$ cat config.mk
export PLATFORM = sky130hd
export DESIGN_NAME = ram_bank_sched_flat
export DESIGN_NICKNAME = d
export VERILOG_FILES = /design/src/rtl/ram_bank_sched_if.sv /design/src/rtl/ram_bank_sched.sv /design/src/flat_wrapper.sv
export SDC_FILE = /design/constraint.sdc
export NUM_CORES = 1
export LEC_CHECK = 0
export CAP_MARGIN = 25
export CORE_AREA = 3 3 281 283
export DETAILED_ROUTE_END_ITERATION = 12
export DIE_AREA = 0 0 284 286
export PLACE_DENSITY = 0.34
export SKIP_CTS_REPAIR_TIMING = 1
export SLEW_MARGIN = 10
export SYNTH_ARGS = -nofsm -noshare
export SYNTH_HDL_FRONTEND = slang
export SYNTH_SLANG_ARGS = --single-unit
export TNS_END_PERCENT = 20
$ cat constraint.sdc
create_clock -name clk -period 2.7 [get_ports clk]
set_input_delay 0.405 -clock clk [delete_from_list [all_inputs] [get_ports clk]]
set_output_delay 0.405 -clock clk [all_outputs]
set_load 0.01 [all_outputs]
$ cat src/rtl/ram_bank_sched_if.sv
// Signal bundle between the bank scheduler and its writers,
// the Round engine, the VGA reader and the four RAM banks.
interface ram_bank_sched_if #(
   parameter int ADDR_W = 24,
   parameter int DATA_W = 32
);

   logic                          mode_run;
   logic                          clear;
   logic                          evo_tick;
   logic                          round_done;
   logic                          round_start;

   logic [2:0]                    wr_req;
   logic [2:0]                    wr_gnt;
   logic [2:0]                    wr_we;
   logic [2:0][ADDR_W-1:0]        wr_addr;
   logic [2:0][DATA_W-1:0]        wr_data;

   logic [ADDR_W-1:0]             round_rd_addr;
   logic [ADDR_W-1:0]             round_wr_addr;
   logic [DATA_W-1:0]             round_wr_data;
   logic                          round_we;
   logic [DATA_W-1:0]             round_rd_data;

   logic [ADDR_W-1:0]             vga_addr;
   logic [DATA_W-1:0]             vga_data;
   logic                          vga_blank;

   logic [3:0][ADDR_W-1:0]        bank_addr;
   logic [3:0][DATA_W-1:0]        bank_wdata;
   logic [3:0]                    bank_we;
   logic [3:0]                    bank_re;
   logic [3:0][DATA_W-1:0]        bank_rdata;

   logic                          sel;
   logic [15:0]                   gen_cnt;
   logic                          tick_overrun;

   modport master (
      input  mode_run,
      input  clear,
      input  evo_tick,
      input  round_done,
      output round_start,
      input  wr_req,
      output wr_gnt,
      input  wr_we,
      input  wr_addr,
      input  wr_data,
      input  round_rd_addr,
      input  round_wr_addr,
      input  round_wr_data,
      input  round_we,
      output round_rd_data,
      input  vga_addr,
      output vga_data,
      output vga_blank,
      output bank_addr,
      output bank_wdata,
      output bank_we,
      output bank_re,
      input  bank_rdata,
      output sel,
      output gen_cnt,
      output tick_overrun
   );

   modport slave (
      output mode_run,
      output clear,
      output evo_tick,
      output round_done,
      input  round_start,
      output wr_req,
      input  wr_gnt,
      output wr_we,
      output wr_addr,
      output wr_data,
      output round_rd_addr,
      output round_wr_addr,
      output round_wr_data,
      output round_we,
      input  round_rd_data,
      output vga_addr,
      input  vga_data,
      input  vga_blank,
      input  bank_addr,
      input  bank_wdata,
      input  bank_we,
      input  bank_re,
      output bank_rdata,
      input  sel,
      input  gen_cnt,
      input  tick_overrun
   );

endinterface

$ cat src/rtl/ram_bank_sched.sv
// Four-bank ping-pong scheduler: loads a pattern, then alternates
// source/destination bank pairs once per Round generation.
module ram_bank_sched #(
   parameter int ADDR_W = 24,
   parameter int DATA_W = 32
) (
   input  logic            clk,
   input  logic            reset_n,
   ram_bank_sched_if.master bus
);

   typedef enum logic [1:0] {
      S_LOAD,
      S_HOLD,
      S_EVOLVE
   } state_t;

   state_t      state_q, state_d;
   logic [2:0]  wr_gnt_q, wr_gnt_d;
   logic        sel_q, sel_d;
   logic [15:0] gen_cnt_q, gen_cnt_d;
   logic        round_start_q, round_start_d;
   logic        tick_overrun_q, tick_overrun_d;

   logic [2:0]        req_pick;
   logic [1:0]        gidx;
   logic [1:0]        rd_bank;
   logic [1:0]        vga_bank;
   logic [1:0]        dst_lo;
   logic [1:0]        dst_hi;
   logic              load_wr;
   logic              wr_strobe;
   logic [ADDR_W-1:0] wr_addr_sel;
   logic [DATA_W-1:0] wr_data_sel;

   // Fixed priority: init > preset > manual.
   always_comb begin
      req_pick = 3'b000;
      if (bus.wr_req[0]) begin
         req_pick = 3'b001;
      end else if (bus.wr_req[1]) begin
         req_pick = 3'b010;
      end else if (bus.wr_req[2]) begin
         req_pick = 3'b100;
      end
   end

   always_comb begin
      state_d        = state_q;
      wr_gnt_d       = 3'b000;
      sel_d          = sel_q;
      gen_cnt_d      = gen_cnt_q;
      round_start_d  = 1'b0;
      tick_overrun_d = tick_overrun_q;

      unique case (state_q)
         S_LOAD: begin
            if (|(wr_gnt_q & bus.wr_req)) begin
               wr_gnt_d = wr_gnt_q;
            end else begin
               wr_gnt_d = req_pick;
            end
            if (bus.mode_run && wr_gnt_q == 3'b000
                && bus.wr_req == 3'b000) begin
               state_d = S_HOLD;
            end
         end
         S_HOLD: begin
            if (!bus.mode_run) begin
               state_d = S_LOAD;
            end else if (bus.evo_tick) begin
               state_d       = S_EVOLVE;
               round_start_d = 1'b1;
            end
         end
         S_EVOLVE: begin
            // A tick here means the rate outran the Round engine.
            if (bus.evo_tick) begin
               tick_overrun_d = 1'b1;
            end
            if (bus.round_done) begin
               sel_d     = ~sel_q;
               gen_cnt_d = gen_cnt_q + 16'd1;
               state_d   = bus.mode_run ? S_HOLD : S_LOAD;
            end
         end
         default: begin
            state_d = S_LOAD;
         end
      endcase

      if (bus.clear) begin
         state_d        = S_LOAD;
         wr_gnt_d       = 3'b000;
         sel_d          = 1'b0;
         gen_cnt_d      = 16'd0;
         round_start_d  = 1'b0;
         tick_overrun_d = tick_overrun_q;
      end
   end

   always_ff @(posedge clk or negedge reset_n) begin
      if (!reset_n) begin
         state_q        <= S_LOAD;
         wr_gnt_q       <= 3'b000;
         sel_q          <= 1'b0;
         gen_cnt_q      <= 16'd0;
         round_start_q  <= 1'b0;
         tick_overrun_q <= 1'b0;
      end else begin
         state_q        <= state_d;
         wr_gnt_q       <= wr_gnt_d;
         sel_q          <= sel_d;
         gen_cnt_q      <= gen_cnt_d;
         round_start_q  <= round_start_d;
         tick_overrun_q <= tick_overrun_d;
      end
   end

   always_comb begin
      gidx = 2'd0;
      unique case (1'b1)
         wr_gnt_q[2]: gidx = 2'd2;
         wr_gnt_q[1]: gidx = 2'd1;
         default:     gidx = 2'd0;
      endcase
   end

   assign rd_bank     = {sel_q, 1'b0};
   assign vga_bank    = {sel_q, 1'b1};
   assign dst_lo      = {~sel_q, 1'b0};
   assign dst_hi      = {~sel_q, 1'b1};
   assign load_wr     = (state_q == S_LOAD) && (|wr_gnt_q);
   assign wr_strobe   = |(wr_gnt_q & bus.wr_we);
   assign wr_addr_sel = bus.wr_addr[gidx];
   assign wr_data_sel = bus.wr_data[gidx];

   always_comb begin
      bus.bank_addr  = '0;
      bus.bank_wdata = '0;
      bus.bank_we    = '0;
      bus.bank_re    = '0;
      if (load_wr) begin
         // The granted writer fills all four banks at once.
         for (int k = 0; k < 4; k++) begin
            bus.bank_addr[k]  = wr_addr_sel;
            bus.bank_wdata[k] = wr_data_sel;
            bus.bank_we[k]    = wr_strobe;
            bus.bank_re[k]    = 1'b1;
         end
      end else begin
         bus.bank_addr[vga_bank] = bus.vga_addr;
         bus.bank_re[vga_bank]   = 1'b1;
         if (state_q == S_EVOLVE) begin
            bus.bank_addr[rd_bank]  = bus.round_rd_addr;
            bus.bank_re[rd_bank]    = 1'b1;
            bus.bank_addr[dst_lo]   = bus.round_wr_addr;
            bus.bank_wdata[dst_lo]  = bus.round_wr_data;
            bus.bank_we[dst_lo]     = bus.round_we;
            bus.bank_re[dst_lo]     = 1'b1;
            bus.bank_addr[dst_hi]   = bus.round_wr_addr;
            bus.bank_wdata[dst_hi]  = bus.round_wr_data;
            bus.bank_we[dst_hi]     = bus.round_we;
            bus.bank_re[dst_hi]     = 1'b1;
         end
      end
   end

   always_comb begin
      bus.vga_data = '0;
      if (!load_wr) begin
         bus.vga_data = bus.bank_rdata[vga_bank];
      end
   end

   assign bus.round_rd_data = bus.bank_rdata[rd_bank];
   assign bus.vga_blank     = load_wr;
   assign bus.wr_gnt        = wr_gnt_q;
   assign bus.round_start   = round_start_q;
   assign bus.sel           = sel_q;
   assign bus.gen_cnt       = gen_cnt_q;
   assign bus.tick_overrun  = tick_overrun_q;

endmodule
$ cat src/flat_wrapper.sv
// flat-port wrapper written by rule: the top's interface ports become plain ports
module ram_bank_sched_flat 
#(
   parameter int ADDR_W = 24,
   parameter int DATA_W = 32
)
  (clk, reset_n, bus_mode_run, bus_clear, bus_evo_tick, bus_round_done, bus_round_start, bus_wr_req, bus_wr_gnt, bus_wr_we, bus_wr_addr, bus_wr_data, bus_round_rd_addr, bus_round_wr_addr, bus_round_wr_data, bus_round_we, bus_round_rd_data, bus_vga_addr, bus_vga_data, bus_vga_blank, bus_bank_addr, bus_bank_wdata, bus_bank_we, bus_bank_re, bus_bank_rdata, bus_sel, bus_gen_cnt, bus_tick_overrun);
  ram_bank_sched_if #(.ADDR_W(ADDR_W), .DATA_W(DATA_W)) bus_i ();
  input  logic clk;
  input  logic reset_n;
  input wire logic [$bits(bus_i.mode_run)-1:0] bus_mode_run;
  input wire logic [$bits(bus_i.clear)-1:0] bus_clear;
  input wire logic [$bits(bus_i.evo_tick)-1:0] bus_evo_tick;
  input wire logic [$bits(bus_i.round_done)-1:0] bus_round_done;
  output wire logic [$bits(bus_i.round_start)-1:0] bus_round_start;
  input wire logic [$bits(bus_i.wr_req)-1:0] bus_wr_req;
  output wire logic [$bits(bus_i.wr_gnt)-1:0] bus_wr_gnt;
  input wire logic [$bits(bus_i.wr_we)-1:0] bus_wr_we;
  input wire logic [$bits(bus_i.wr_addr)-1:0] bus_wr_addr;
  input wire logic [$bits(bus_i.wr_data)-1:0] bus_wr_data;
  input wire logic [$bits(bus_i.round_rd_addr)-1:0] bus_round_rd_addr;
  input wire logic [$bits(bus_i.round_wr_addr)-1:0] bus_round_wr_addr;
  input wire logic [$bits(bus_i.round_wr_data)-1:0] bus_round_wr_data;
  input wire logic [$bits(bus_i.round_we)-1:0] bus_round_we;
  output wire logic [$bits(bus_i.round_rd_data)-1:0] bus_round_rd_data;
  input wire logic [$bits(bus_i.vga_addr)-1:0] bus_vga_addr;
  output wire logic [$bits(bus_i.vga_data)-1:0] bus_vga_data;
  output wire logic [$bits(bus_i.vga_blank)-1:0] bus_vga_blank;
  output wire logic [$bits(bus_i.bank_addr)-1:0] bus_bank_addr;
  output wire logic [$bits(bus_i.bank_wdata)-1:0] bus_bank_wdata;
  output wire logic [$bits(bus_i.bank_we)-1:0] bus_bank_we;
  output wire logic [$bits(bus_i.bank_re)-1:0] bus_bank_re;
  input wire logic [$bits(bus_i.bank_rdata)-1:0] bus_bank_rdata;
  output wire logic [$bits(bus_i.sel)-1:0] bus_sel;
  output wire logic [$bits(bus_i.gen_cnt)-1:0] bus_gen_cnt;
  output wire logic [$bits(bus_i.tick_overrun)-1:0] bus_tick_overrun;
  assign bus_i.mode_run = bus_mode_run;
  assign bus_i.clear = bus_clear;
  assign bus_i.evo_tick = bus_evo_tick;
  assign bus_i.round_done = bus_round_done;
  assign bus_round_start = bus_i.round_start;
  assign bus_i.wr_req = bus_wr_req;
  assign bus_wr_gnt = bus_i.wr_gnt;
  assign bus_i.wr_we = bus_wr_we;
  assign bus_i.wr_addr = bus_wr_addr;
  assign bus_i.wr_data = bus_wr_data;
  assign bus_i.round_rd_addr = bus_round_rd_addr;
  assign bus_i.round_wr_addr = bus_round_wr_addr;
  assign bus_i.round_wr_data = bus_round_wr_data;
  assign bus_i.round_we = bus_round_we;
  assign bus_round_rd_data = bus_i.round_rd_data;
  assign bus_i.vga_addr = bus_vga_addr;
  assign bus_vga_data = bus_i.vga_data;
  assign bus_vga_blank = bus_i.vga_blank;
  assign bus_bank_addr = bus_i.bank_addr;
  assign bus_bank_wdata = bus_i.bank_wdata;
  assign bus_bank_we = bus_i.bank_we;
  assign bus_bank_re = bus_i.bank_re;
  assign bus_i.bank_rdata = bus_bank_rdata;
  assign bus_sel = bus_i.sel;
  assign bus_gen_cnt = bus_i.gen_cnt;
  assign bus_tick_overrun = bus_i.tick_overrun;
  ram_bank_sched #(.ADDR_W(ADDR_W), .DATA_W(DATA_W)) u_core (.clk(clk), .reset_n(reset_n), .bus(bus_i));
endmodule
# Word-level counts from Yosys, hierarchy flattened
# Index checks and enable logic that the tools add are counted.
dict set report classes {
  magnitude_cmp 9
  n_addsub 1
  n_reduce_logical 18
  mux 66
  eq_ne 6
  n_bitwise 10
}
# operator n
set op_table {}
lappend op_table {{bitwise mux 96 bit} 3}
lappend op_table {{two-way mux 128 bit} 2}
lappend op_table {{two-way mux 32 bit} 8}
lappend op_table {{two-way mux 96 bit} 2}
lappend op_table {{AND 128 x 96 -> 128 bit} 1}
lappend op_table {{bitwise mux 128 bit} 1}
lappend op_table {{two-way mux 24 bit} 5}
lappend op_table {{AND 96 bit} 1}
lappend op_table {{demux 24 bit (select 1 bit)} 4}
lappend op_table {{binary-select mux 32 bit (select 2 bit)} 1}
lappend op_table {{demux 32 bit (select 1 bit)} 2}
lappend op_table {{binary-select mux 24 bit (select 2 bit)} 1}
lappend op_table {{two-way mux 16 bit} 3}
lappend op_table {{two-way mux 3 bit} 6}
lappend op_table {{adder 16 x 1 -> 16 bit, second input constant} 1}
lappend op_table {{two-way mux 4 bit} 4}
lappend op_table {{< comparator 2 x 3 -> 1 bit, second input constant} 5}
lappend op_table {{two-way mux 1 bit} 12}
lappend op_table {{two-way mux 2 bit} 5}
lappend op_table {{OR reduction 3 bit} 3}
lappend op_table {{>= comparator 2 x 1 -> 1 bit, second input constant} 4}
lappend op_table {{bitwise OR 4 x 3 -> 4 bit} 2}
lappend op_table {{logical AND 1 bit} 7}
lappend op_table {{AND 3 bit} 2}
lappend op_table {{other kinds (17)} 25}
dict set report totals {
  output_inout_bits 319
  register_bits 24
  elab_cells 116
  in_bits 413
}

# Longest topological paths before layout
# Gate-level depths: netlist (run 1).
dict set report logic_depth {
  depth_word 10
  depth_mapped 8
  mapped_depth_nobuf 5
}

# Worst setup path before layout (run 1)
# Ideal clock, no wire load.
dict set report synth_path {
  kind {register to output}
  startpoint {register u_core.wr_gnt_q[1], in the netlist u_core.bus.wr_gnt[1]}
  endpoint {output port bus_bank_wdata[100]}
  required_time_ns 2.295
  arrival_ns 1.710
  slack_ns 0.585
  stages_incl_launch_ff 9
  n_path_buf 4
  cell_sequence {dfrtp_1 -> clkbuf_1 -> nor3_1 -> or3_1 -> buf_2 -> clkbuf_1 -> nor2_1 -> a21o_1 -> buf_4}
}
dict set report synth_via {
  elab_chain_cells 4
  word_cells_on_any_way 6
  cone_classes {mux: 4; reduce/logical: 2}
}
# item line
set synth_rtl {}
lappend synth_rtl {{start, declared} ram_bank_sched.sv:19} ;# logic [2:0] wr_gnt_q, wr_gnt_d;
lappend synth_rtl {{start signal, assigned} ram_bank_sched.sv:112} ;# wr_gnt_q <= wr_gnt_d;
lappend synth_rtl {{case mux 2 bit (2 select lines)} ram_bank_sched.sv:122} ;# unique case (1'b1)
lappend synth_rtl {{binary-select mux 32 bit (select 2 bit)} ram_bank_sched.sv:136} ;# assign wr_data_sel = bus.wr_data[gidx];
lappend synth_rtl {{two-way mux 32 bit (not written as such)} ram_bank_sched.sv:136}
lappend synth_rtl {{two-way mux 128 bit *} ram_bank_sched.sv:143} ;# if (load_wr) begin
lappend synth_rtl {{end, declared} flat_wrapper.sv:30} ;# output wire logic [$bits(bus_i.bank_wdata)-1:0] bus_bank_wdata;
# Mark *: on every way between the ends. The rest lies on a longest branch, timed or not. The select of a mux whose other input is x is not followed.

# Worst setup path after layout (run 1)
dict set report layout_path {
  startpoint {register u_core.wr_gnt_q[2], in the netlist u_core.bus.wr_gnt[2]}
  endpoint {output port bus_bank_addr[18]}
}
dict set report layout_via {
  elab_chain_cells 4
  word_cells_on_any_way 6
  cone_classes {mux: 4; reduce/logical: 2}
}
# item line
set layout_rtl {}
lappend layout_rtl {{case mux 2 bit (2 select lines)} ram_bank_sched.sv:122}
lappend layout_rtl {{binary-select mux 24 bit (select 2 bit)} ram_bank_sched.sv:135} ;# assign wr_addr_sel = bus.wr_addr[gidx];
lappend layout_rtl {{two-way mux 24 bit (not written as such)} ram_bank_sched.sv:135}
lappend layout_rtl {{two-way mux 96 bit *} ram_bank_sched.sv:143}
lappend layout_rtl {{end, declared} flat_wrapper.sv:29} ;# output wire logic [$bits(bus_i.bank_addr)-1:0] bus_bank_addr;
# Marked as above.

==> results of run 1 <==
flip-flops by register name, indices dropped and copies added, names as in the netlist:
name and flops:
u_core.bus.sel 1, u_core.bus.round_start 1, u_core.state_q 2, u_core.bus.gen_cnt 16
u_core.bus.tick_overrun 1, u_core.bus.wr_gnt 3
cells by family after synthesis:
group / after synthesis / synth area share
and+or+nand+nor: 300 / 0.2087
AOI/OAI and AO/OA: 290 / 0.2786
muxes: 169 / 0.2682
buffers and inverters: 160 / 0.1360
DFF: 24 / 0.09301
xor gates and xnor gates: 10 / 0.01356
adders and majority gates: 1 / 0.001937
final cells by class:
class                   count  area (sq um)
multi-input cells         770          5037
repair buffers            801          8188
clock inverters             1         30.03
inverters                   6         22.52
fillers                  8669         61680
diodes                      5         12.51
clock buffers               3         75.07
flip-flops and latches     24         614.3
well taps                1040          1301
tightest hold or removal path, cell delays in order (launching register included):
cell     delay, ns
dfrtp_1       0.36
inv_1         0.04
o31ai_1       0.05
cells in the mapped netlist, types with 2 or more instances:
| master | instances |
|---|---|
| mux2i_1 | 137 |
| nand2_1 | 135 |
| o21ai_0 | 102 |
| nor2_1 | 101 |
| buf_4 | 68 |
| a21o_1 | 66 |
| a21oi_1 | 58 |
| clkbuf_1 | 53 |
| mux2_2 | 32 |
| o22a_1 | 28 |
| nand3b_1 | 25 |
| dfrtp_1 | 24 |
| o22ai_1 | 24 |
| buf_2 | 18 |
| buf_1 | 15 |
| inv_1 | 6 |
| xnor2_1 | 6 |
| nand3_1 | 5 |
| nor3_1 | 5 |
| or2_2 | 4 |
| or3_1 | 4 |
| xor2_1 | 4 |
| and4_1 | 3 |
| nand4_1 | 3 |
| nor4_1 | 3 |
| o31ai_1 | 3 |
| and3b_1 | 2 |
| nand2b_1 | 2 |
| nor2b_1 | 2 |
| or4_1 | 2 |
power breakdown:
| part | internal (mW) | switching (mW) | total (mW) |
|---|---|---|---|
| registers | 0.363 | 0.00596 | 0.369 |
| clock network | 0.296 | 0.153 | 0.449 |
| logic | 1.70 | 1.27 | 2.97 |
per-stage QoR:
step           utilization  worst slack (ns)
3_3_place_gp        0.1936           -0.3931
3_5_place_dp        0.1936           -0.4350
5_1_grt             0.1984           -0.3276
6_report            0.1986           -0.2165
4_1_cts             0.1950           -0.7328
2_1_floorplan            -            0.5852
layer usage:
metal | vias to the layer above | wire, um
li1 | 4626 | -
met1 | 4477 | 22080
met2 | 429 | 28420
met3 | 42 | 4024
met4 | 6 | 816
met5 | - | 34
worst paths after layout:
| kind | from | to | slack [ns] | cells after the start |
|---|---|---|---|---|
| max | u_core.bus.wr_gnt[2]$_DFFE_PN0P_ | bus_bank_addr[18] | -0.22 | 8 |
| min | u_core.bus.tick_overrun$_DFFE_PN0P_ | u_core.bus.tick_overrun$_DFFE_PN0P_ | 0.48 | 2 |
| max reg2reg | u_core.state_q[1]$_DFFE_PN0P_ | u_core.bus.gen_cnt[13]$_DFFE_PN0P_ | 0.59 | 5 |
| min reg2reg | u_core.bus.tick_overrun$_DFFE_PN0P_ | u_core.bus.tick_overrun$_DFFE_PN0P_ | 0.48 | 2 |
| max in group asynchronous | reset_n | u_core.bus.wr_gnt[2]$_DFFE_PN0P_ | 1.87 | 2 |
| min in group asynchronous | reset_n | u_core.bus.gen_cnt[15]$_DFFE_PN0P_ | 0.51 | 2 |
==> impl_metrics.env, run 1 <==
export IMPL_status="finished, violations left"
export IMPL_violations="negative setup slack"
export IMPL_worst_setup_path_type="reg -> out"
export IMPL_hold_ws_ns=0.4808
export IMPL_grt_max_degree=60
export IMPL_endpoint_kind="output port"
export IMPL_path_clk_slew_ns=0.07
export IMPL_power_density_mw_per_mm2=247.9
export IMPL_nNetsFinal=2020
export IMPL_synth_seq_area_share=0.09301
export IMPL_dieArea_sq_mm=0.08122
export IMPL_post_route_cells_drive_above_1_share=0.08723
export IMPL_h_tree_depth=1
export IMPL_final_antenna_net_count=0
export IMPL_cp_cell_sequence="nor3_2 -> or3_4 -> inv_2 -> buf_12 -> buf_4 -> nand2_1 -> o21ai_0 -> clkdlybuf4s50_1"
export IMPL_hold_class="reg -> reg"
export IMPL_clkLatencyLatePin_ns=0.27
export IMPL_final_max_slew_violation_count=0
export IMPL_finalCritPeriodShare=1.080
export IMPL_rsz0062_at_grt="true"
export IMPL_grt_pass1_wl_um=74150
export IMPL_busiest_layer="met2"
export IMPL_cts_root_buf="clkbuf_16"
export IMPL_initial_core_util=0.08391
export IMPL_synthesis_area_sq_mm=0.006457
export IMPL_synth_warnings=0
export IMPL_worst_ep_required_time_ns=2.30
export IMPL_detailed_place_area_sq_mm=0.01490
export IMPL_cts_tree="done"
export IMPL_clock_path_buffers=2
export IMPL_first_global_vias=10170
export IMPL_place_hpwl_um=45420
export IMPL_postLayoutCellArea_sq_mm=0.01528
export IMPL_rows=102
export IMPL_tightest_slew_ns=0.6748
export IMPL_crit_fanout=19
export IMPL_timing_final_ws_setup_ns=-0.2165
export IMPL_p_total_mw=3.788
export IMPL_timing_setup_tns_ns=-13.90
export IMPL_final_hold_viol_count=0
export IMPL_die_w_um=284
export IMPL_synth_fp_nets=1368
export IMPL_leakagePower_nw=6.113
export IMPL_wl_um=55380
export IMPL_netlist_instances=954
export IMPL_port_buffer_count=731
export IMPL_crit_path_start_kind="flip-flop"
export IMPL_drc_errors=0
export IMPL_ios=732
export IMPL_grt_usage=0.1228
export IMPL_drtIter0Drc=272
export IMPL_grt_overflow=0
export IMPL_die_h_um=286
export IMPL_dpl_cell_count=2630
export IMPL_critPathBufInv=4
export IMPL_dr_pass1_iters=4
export IMPL_cts_inserted_buffers=3
export IMPL_clock_skew_final_ns=0.001816
export IMPL_vias=9580
export IMPL_synth_area_leaders="mux2i_1 (21%), dfrtp_1 (9.3%), o21ai_0 (7.9%)"
export IMPL_ys_async_sr_fraction=1.000
export IMPL_grtUsageMet1=0.1387
export IMPL_synth_seq_cells=24
export IMPL_grt_use_met2=0.2316
export IMPL_synthFlopType="dfrtp_1"
export IMPL_syn_to_final_growth_pct=136.6
export IMPL_crit_family="buffers and inverters"
export IMPL_slowest_delay_ns=0.59
export IMPL_wire_per_inst_um=20.90
export IMPL_max_freq_mhz=342.9
export IMPL_slew_headroom=0.5501
export IMPL_layout_cells_non_filler=2650
export IMPL_arrival_ns=2.51
export IMPL_synth_top_area_frac=0.2124
export IMPL_drv_cap=0
export IMPL_final_cell_mix="clkdlybuf4s50_1 (693), mux2i_1 (137), nand2_1 (135)"
export IMPL_synth_edf_count=0
export IMPL_avgSynthCellArea_sq_um=6.769
export IMPL_vias_per_cell=3.615
export IMPL_yosysUniqueCellTypes=44
export IMPL_core_sq_mm=0.07696
export IMPL_synth_top_cell_by_area="mux2i_1"
export IMPL_met3_usage=0.03267
export IMPL_crit_slowest_cell="clkdlybuf4s50_1"
export IMPL_antenna_found_initial=14
export IMPL_gp_congestion=0.8724
export IMPL_clock_sinks=24
export IMPL_peakVddDrop_v=0.0002629
export IMPL_mostFrequentLayoutCell="clkdlybuf4s50_1"
export IMPL_setup_violations_final=182
export IMPL_fin_crit_ns=2.916
Power figures use the tool's default switching activity.
==> inputs of run 2 (changes only) <==
--- a/config.mk
+++ b/config.mk
@@ -6,9 +6,10 @@
 export NUM_CORES = 1
 export LEC_CHECK = 0
 export CAP_MARGIN = 25
-export CORE_AREA = 3 3 281 283
+export CORE_AREA = 3 3 282 284
+export CTS_CLUSTER_DIAMETER = 40
 export DETAILED_ROUTE_END_ITERATION = 12
-export DIE_AREA = 0 0 284 286
+export DIE_AREA = 0 0 285 287
 export PLACE_DENSITY = 0.34
 export SKIP_CTS_REPAIR_TIMING = 1
 export SLEW_MARGIN = 10
==> impl_metrics.env, run 2 (same netlist as run 1, synthesis figures left out) <==
export IMPL_grt_overflow=0
export IMPL_crit_start="u_core.bus.wr_gnt[2]$_DFFE_PN0P_"
export IMPL_clock_path_buffers=2
export IMPL_worst_setup_path_type="reg -> out"
export IMPL_dpl_cell_count=2638
export IMPL_busiest_layer="met2"
export IMPL_largest_register_ffs=16
export IMPL_clkLatencyLatePin_ns=0.26
export IMPL_timing_final_ws_setup_ns=-0.1913
export IMPL_grt_max_degree=50
export IMPL_tightest_slew_ns=0.8046
export IMPL_place_hpwl_um=46220
export IMPL_dp_slack_ns=-0.3235
export IMPL_grt_use_met2=0.2353
export IMPL_initial_core_util=0.08350
export IMPL_path_clk_slew_ns=0.06
export IMPL_r2r_slack_ns=0.72
export IMPL_grt_pass1_wl_um=75560
export IMPL_power_density_mw_per_mm2=233.7
export IMPL_final_cell_mix="clkdlybuf4s50_1 (519), dlymetal6s2s_1 (205), mux2i_1 (136)"
export IMPL_h_tree_depth=1
export IMPL_fillers=8697
export IMPL_status="finished, violations left"
export IMPL_die_h_um=287
export IMPL_dieArea_sq_mm=0.08180
export IMPL_ios=732
export IMPL_leakagePower_nw=8.673
export IMPL_post_route_cells_drive_above_1_share=0.1182
export IMPL_gp_congestion=0.8965
export IMPL_die_w_um=285
export IMPL_first_global_vias=10330
export IMPL_grtUsageMet1=0.1429
export IMPL_wl_um=57070
export IMPL_p_total_mw=3.761
export IMPL_core_sq_mm=0.07734
export IMPL_final_antenna_net_count=0
export IMPL_cts_inserted_buffers=3
export IMPL_arrival_ns=2.49
export IMPL_drc_errors=0
export IMPL_syn_to_final_growth_pct=149.3
export IMPL_worst_ep_required_time_ns=2.30
export IMPL_antenna_found_initial=14
export IMPL_clock_skew_final_ns=0.002100
export IMPL_endpoint_kind="output port"
export IMPL_crit_fanout=8
export IMPL_rows=102
export IMPL_cts_tree="done"
export IMPL_r2r_start="u_core.state_q[0]$_DFFE_PN0P_"
export IMPL_final_hold_viol_count=0
export IMPL_wire_per_inst_um=21.46
export IMPL_met3_usage=0.02411
export IMPL_timing_rr_end="u_core.bus.gen_cnt[13]$_DFFE_PN0P_"
export IMPL_drtIter0Drc=264
export IMPL_clock_sinks=24
export IMPL_vias=9694
export IMPL_violations="negative setup slack"
export IMPL_mostFrequentLayoutCell="clkdlybuf4s50_1"
export IMPL_slew_headroom=0.4619
export IMPL_layout_cells_non_filler=2660
export IMPL_grt_usage=0.1241
export IMPL_rsz0062_at_grt="true"
export IMPL_peakVddDrop_v=0.0001900
export IMPL_cts_root_buf="clkbuf_16"
export IMPL_reg2reg_depth=5
export IMPL_final_max_slew_violation_count=0
export IMPL_max_freq_mhz=345.9
export IMPL_nNetsFinal=2031
export IMPL_finalCritPeriodShare=1.071
export IMPL_setup_violations_final=29
export IMPL_hold_class="reg -> reg"
export IMPL_fin_crit_ns=2.891
export IMPL_port_buffer_count=731
export IMPL_crit_path_start_kind="flip-flop"
export IMPL_drv_cap=0
export IMPL_vias_per_cell=3.644
export IMPL_crit_end="bus_bank_addr[74]"
export IMPL_dr_pass1_iters=4
-- run 2: changes by cell type in the layout (fill, tap and decap cells not counted), sizes merged --
| cell | delta |
|---|---|
| clkdlybuf4s50 | -174 |
| dlymetal6s2s | +172 |
| buf | +11 |
| diode | -1 |
| bufinv | -1 |
| clkbuf | +3 |
-- run 2: area by class of cell --
cell class              count  area [sq um]  area share
multi-input cells         770          5226      0.3247
repair buffers            812          8833      0.5488
clock buffers               4         88.84    0.005519
well taps                1040          1301     0.08085
flip-flops and latches     24         613.1     0.03809
inverters                   6         22.52    0.001399
diodes                      4         10.01   0.0006219
-- run 2: power by group --
group | internal [mW] | switching, mW | total, mW
Sequential | 0.364 | 0.00531 | 0.369
Clock | 0.227 | 0.136 | 0.363
Combinational | 1.70 | 1.33 | 3.03
Total | 2.29 | 1.47 | 3.76
-- run 2: metal layers --
layer  vias up  wire length [um]  share of wire
li1       4664                 -              -
met1      4525             22700           0.40
met2       454             29710           0.52
met3        47              3415          0.060
met4         4              1227          0.021
met5         -                21        0.00037
-- run 2: stage by stage --
stage / TNS [ns] / util / cell area (sq um) / hold WS [ns]
global route: -4.846 / 0.2080 / 16090 / 0.5885
detailed placement: -2.111 / 0.1937 / 14980 / 0.5447
global placement: -2.131 / 0.1937 / 14980 / 0.5446
floorplan: 0 / - / 6457 / 0.1094
finish: -1.619 / 0.2081 / 16100 / 0.5402
CTS: -30.48 / 0.1948 / 15070 / 0.5625
-- run 2: worst min path at each step --
stage,startpoint,end,cells past startpoint
6_report,u_core.bus.tick_overrun$_DFFE_PN0P_,u_core.bus.tick_overrun$_DFFE_PN0P_,2
5_1_grt,u_core.bus.tick_overrun$_DFFE_PN0P_,u_core.bus.tick_overrun$_DFFE_PN0P_,2
4_1_cts,u_core.bus.tick_overrun$_DFFE_PN0P_,u_core.bus.tick_overrun$_DFFE_PN0P_,2
3_5_place_dp,u_core.bus.tick_overrun$_DFFE_PN0P_,u_core.bus.tick_overrun$_DFFE_PN0P_,2
3_3_place_gp,u_core.bus.tick_overrun$_DFFE_PN0P_,u_core.bus.tick_overrun$_DFFE_PN0P_,2
2_1_floorplan,reset_n,u_core.bus.gen_cnt[0]$_DFFE_PN0P_,0
-- run 2: critical path, stage by stage, from the launching register on --
cell	delay, ns
dfrtp_4	0.55
buf_4	0.19
clkbuf_16	0.19
mux2i_1	0.13
buf_4	0.15
o22ai_2	0.19
nor2_1	0.09
a21oi_1	0.15
clkdlybuf4s50_1	0.58
==> inputs of run 3 (changes only) <==
--- a/config.mk
+++ b/config.mk
@@ -11,7 +11,6 @@
 export DETAILED_ROUTE_END_ITERATION = 12
 export DIE_AREA = 0 0 285 287
 export PLACE_DENSITY = 0.34
-export SKIP_CTS_REPAIR_TIMING = 1
 export SLEW_MARGIN = 10
 export SYNTH_ARGS = -nofsm -noshare
 export SYNTH_HDL_FRONTEND = slang
==> impl_metrics.env, run 3 (same netlist as run 1, synthesis figures left out) <==
export IMPL_cts_inserted_buffers=3
export IMPL_postLayoutCellArea_sq_mm=0.01547
export IMPL_ios=732
export IMPL_crit_path_start_kind="flip-flop"
export IMPL_antenna_found_initial=15
export IMPL_place_hpwl_um=46220
export IMPL_pwr_share_comb=0.798
export IMPL_wire_per_inst_um=21.25
export IMPL_grt_overflow=0
export IMPL_hold_class="reg -> reg"
export IMPL_port_buffer_count=731
export IMPL_final_hold_viol_count=0
export IMPL_multiInputGateArea_sq_mm=0.005157
export IMPL_die_w_um=285
export IMPL_p_total_mw=3.612
export IMPL_h_tree_depth=1
export IMPL_tightest_slew_ns=0.8173
export IMPL_vias_per_cell=3.647
export IMPL_final_max_slew_violation_count=0
export IMPL_worst_ep_required_time_ns=2.30
export IMPL_rows=102
export IMPL_drv_cap=0
export IMPL_post_route_cells_drive_above_1_share=0.1132
export IMPL_rsz0062_at_grt="true"
export IMPL_cts_hold_buf=0
export IMPL_status="finished, violations left"
export IMPL_timing_final_ws_setup_ns=-0.1184
export IMPL_clkLatencyLatePin_ns=0.26
export IMPL_cts_root_buf="clkbuf_16"
export IMPL_cts_tree="done"
export IMPL_clock_skew_final_ns=0.002147
export IMPL_path_clk_slew_ns=0.06
export IMPL_vias=9698
export IMPL_crit_fanout=21
export IMPL_fillers=8780
export IMPL_drtIter0Drc=326
export IMPL_final_cell_mix="clkdlybuf4s50_1 (506), dlygate4sd2_1 (139), mux2i_1 (135)"
export IMPL_worst_setup_path_type="reg -> out"
export IMPL_syn_to_final_growth_pct=139.6
export IMPL_largest_register_ffs=16
export IMPL_seqPwrFrac=0.102
export IMPL_mostFrequentLayoutCell="clkdlybuf4s50_1"
export IMPL_clock_sinks=24
export IMPL_layout_cells_non_filler=2659
export IMPL_p_int_mw=2.159
export IMPL_power_density_mw_per_mm2=233.4
export IMPL_slew_headroom=0.4534
export IMPL_dpl_cell_count=2638
export IMPL_leakagePower_nw=7.221
export IMPL_dieArea_sq_mm=0.08180
export IMPL_max_freq_mhz=354.8
export IMPL_grt_usage=0.1262
export IMPL_final_antenna_net_count=0
export IMPL_setup_violations_final=9
export IMPL_p_sw_frac=0.4022
export IMPL_drc_errors=0
export IMPL_endpoint_kind="output port"
export IMPL_gp_congestion=0.8965
export IMPL_fin_crit_ns=2.818
export IMPL_grt_pass1_wl_um=76580
export IMPL_die_h_um=287
export IMPL_p_sw_mw=1.453
export IMPL_wl_um=56510
export IMPL_initial_core_util=0.08350
export IMPL_final_seq_area_sq_um=613.1
export IMPL_first_global_vias=10380
export IMPL_arrival_ns=2.41
export IMPL_detailed_place_area_sq_mm=0.01498
export IMPL_core_sq_mm=0.07734
export IMPL_peakVddDrop_v=0.0001904
export IMPL_violations="negative setup slack"
export IMPL_grt_max_degree=36
export IMPL_power_frac_clock=0.100
export IMPL_clock_path_buffers=2
export IMPL_finalCritPeriodShare=1.044
export IMPL_dr_pass1_iters=5
export IMPL_nNetsFinal=2031
==> run 3: changes by cell type in the layout (fill, tap and decap cells not counted), sizes merged, moves of 3 or more <==
cell,change
clkdlybuf4s50,-13
dlygate4sd2,+139
bufbuf,+3
clkdlybuf4s15,+9
dlymetal6s2s,-138
==> run 3: through the flow <==
stage          setup TNS, ns  hold WS [ns]  utilization  setup slack, ns
3_5_place_dp          -2.111        0.5447       0.1937          -0.3235
5_1_grt               -1.217        0.5885       0.2000          -0.1964
3_3_place_gp          -2.131        0.5446       0.1937          -0.3317
6_report             -0.3837        0.5419       0.2001          -0.1184
2_1_floorplan              0        0.1094            -           0.5852
4_1_cts               -7.697        0.5625       0.1948          -0.2525
==> run 3: path summary, 6_finish.rpt <==
| kind | startpoint | to | slack (ns) | depth (start not counted) |
|---|---|---|---|---|
| hold reg to reg | u_core.bus.tick_overrun$_DFFE_PN0P_ | u_core.bus.tick_overrun$_DFFE_PN0P_ | 0.54 | 2 |
| setup reg to reg | u_core.bus.wr_gnt[1]$_DFFE_PN0P_ | u_core.bus.wr_gnt[1]$_DFFE_PN0P_ | 0.71 | 7 |
| max in group asynchronous | reset_n | u_core.bus.gen_cnt[0]$_DFFE_PN0P_ | 1.44 | 2 |
| setup / recovery | u_core.bus.wr_gnt[1]$_DFFE_PN0P_ | bus_bank_addr[81] | -0.12 | 8 |
| min in group asynchronous | reset_n | u_core.bus.gen_cnt[13]$_DFFE_PN0P_ | 0.61 | 1 |
| hold / removal | u_core.bus.tick_overrun$_DFFE_PN0P_ | u_core.bus.tick_overrun$_DFFE_PN0P_ | 0.54 | 2 |
==> run 3: power groups by stage <==
stage / Sequential, mW / Clock, mW / Combinational, mW
6_report: 0.368 / 0.361 / 2.88
3_3_place_gp: 0.374 / 0 / 3.03
2_1_floorplan: 0.373 / 0 / 1.07
3_5_place_dp: 0.374 / 0 / 3.01
4_1_cts: 0.367 / 0.374 / 2.90
5_1_grt: 0.369 / 0.385 / 3.08
==> run 3: cell type report <==
type,instances,area share
repair buffers,812,0.5353
multi-input cells,770,0.3333
well taps,1040,0.08409
flip-flops and latches,24,0.03962
clock buffers,4,0.005741
inverters,6,0.001455
diodes,3,0.0004852
==> run 3: layer usage <==
layer | up-vias | share of wire | GRT usage
met3 | 52 | 0.063 | 0.02371
met5 | - | 0.00048 | 0
met4 | 4 | 0.020 | 0.02341
li1 | 4660 | - | -
met2 | 454 | 0.52 | 0.2422
met1 | 4528 | 0.39 | 0.1451
==> run 3: critical path: stages, from the launching register on <==
cell and delay [ns]:
dfrtp_4 0.50, nor3_2 0.23, or3_4 0.20, buf_12 0.12, buf_12 0.17, nor2_1 0.08
a21oi_1 0.14, buf_4 0.15, clkdlybuf4s50_1 0.54
==> run 3: repair_timing <==
action                                  CTS  global route
buffers inserted                          1             8
endpoints found under the setup margin  237            96
cloned                                    3             2
pin swaps                                 2             2
resized for setup                       176           127
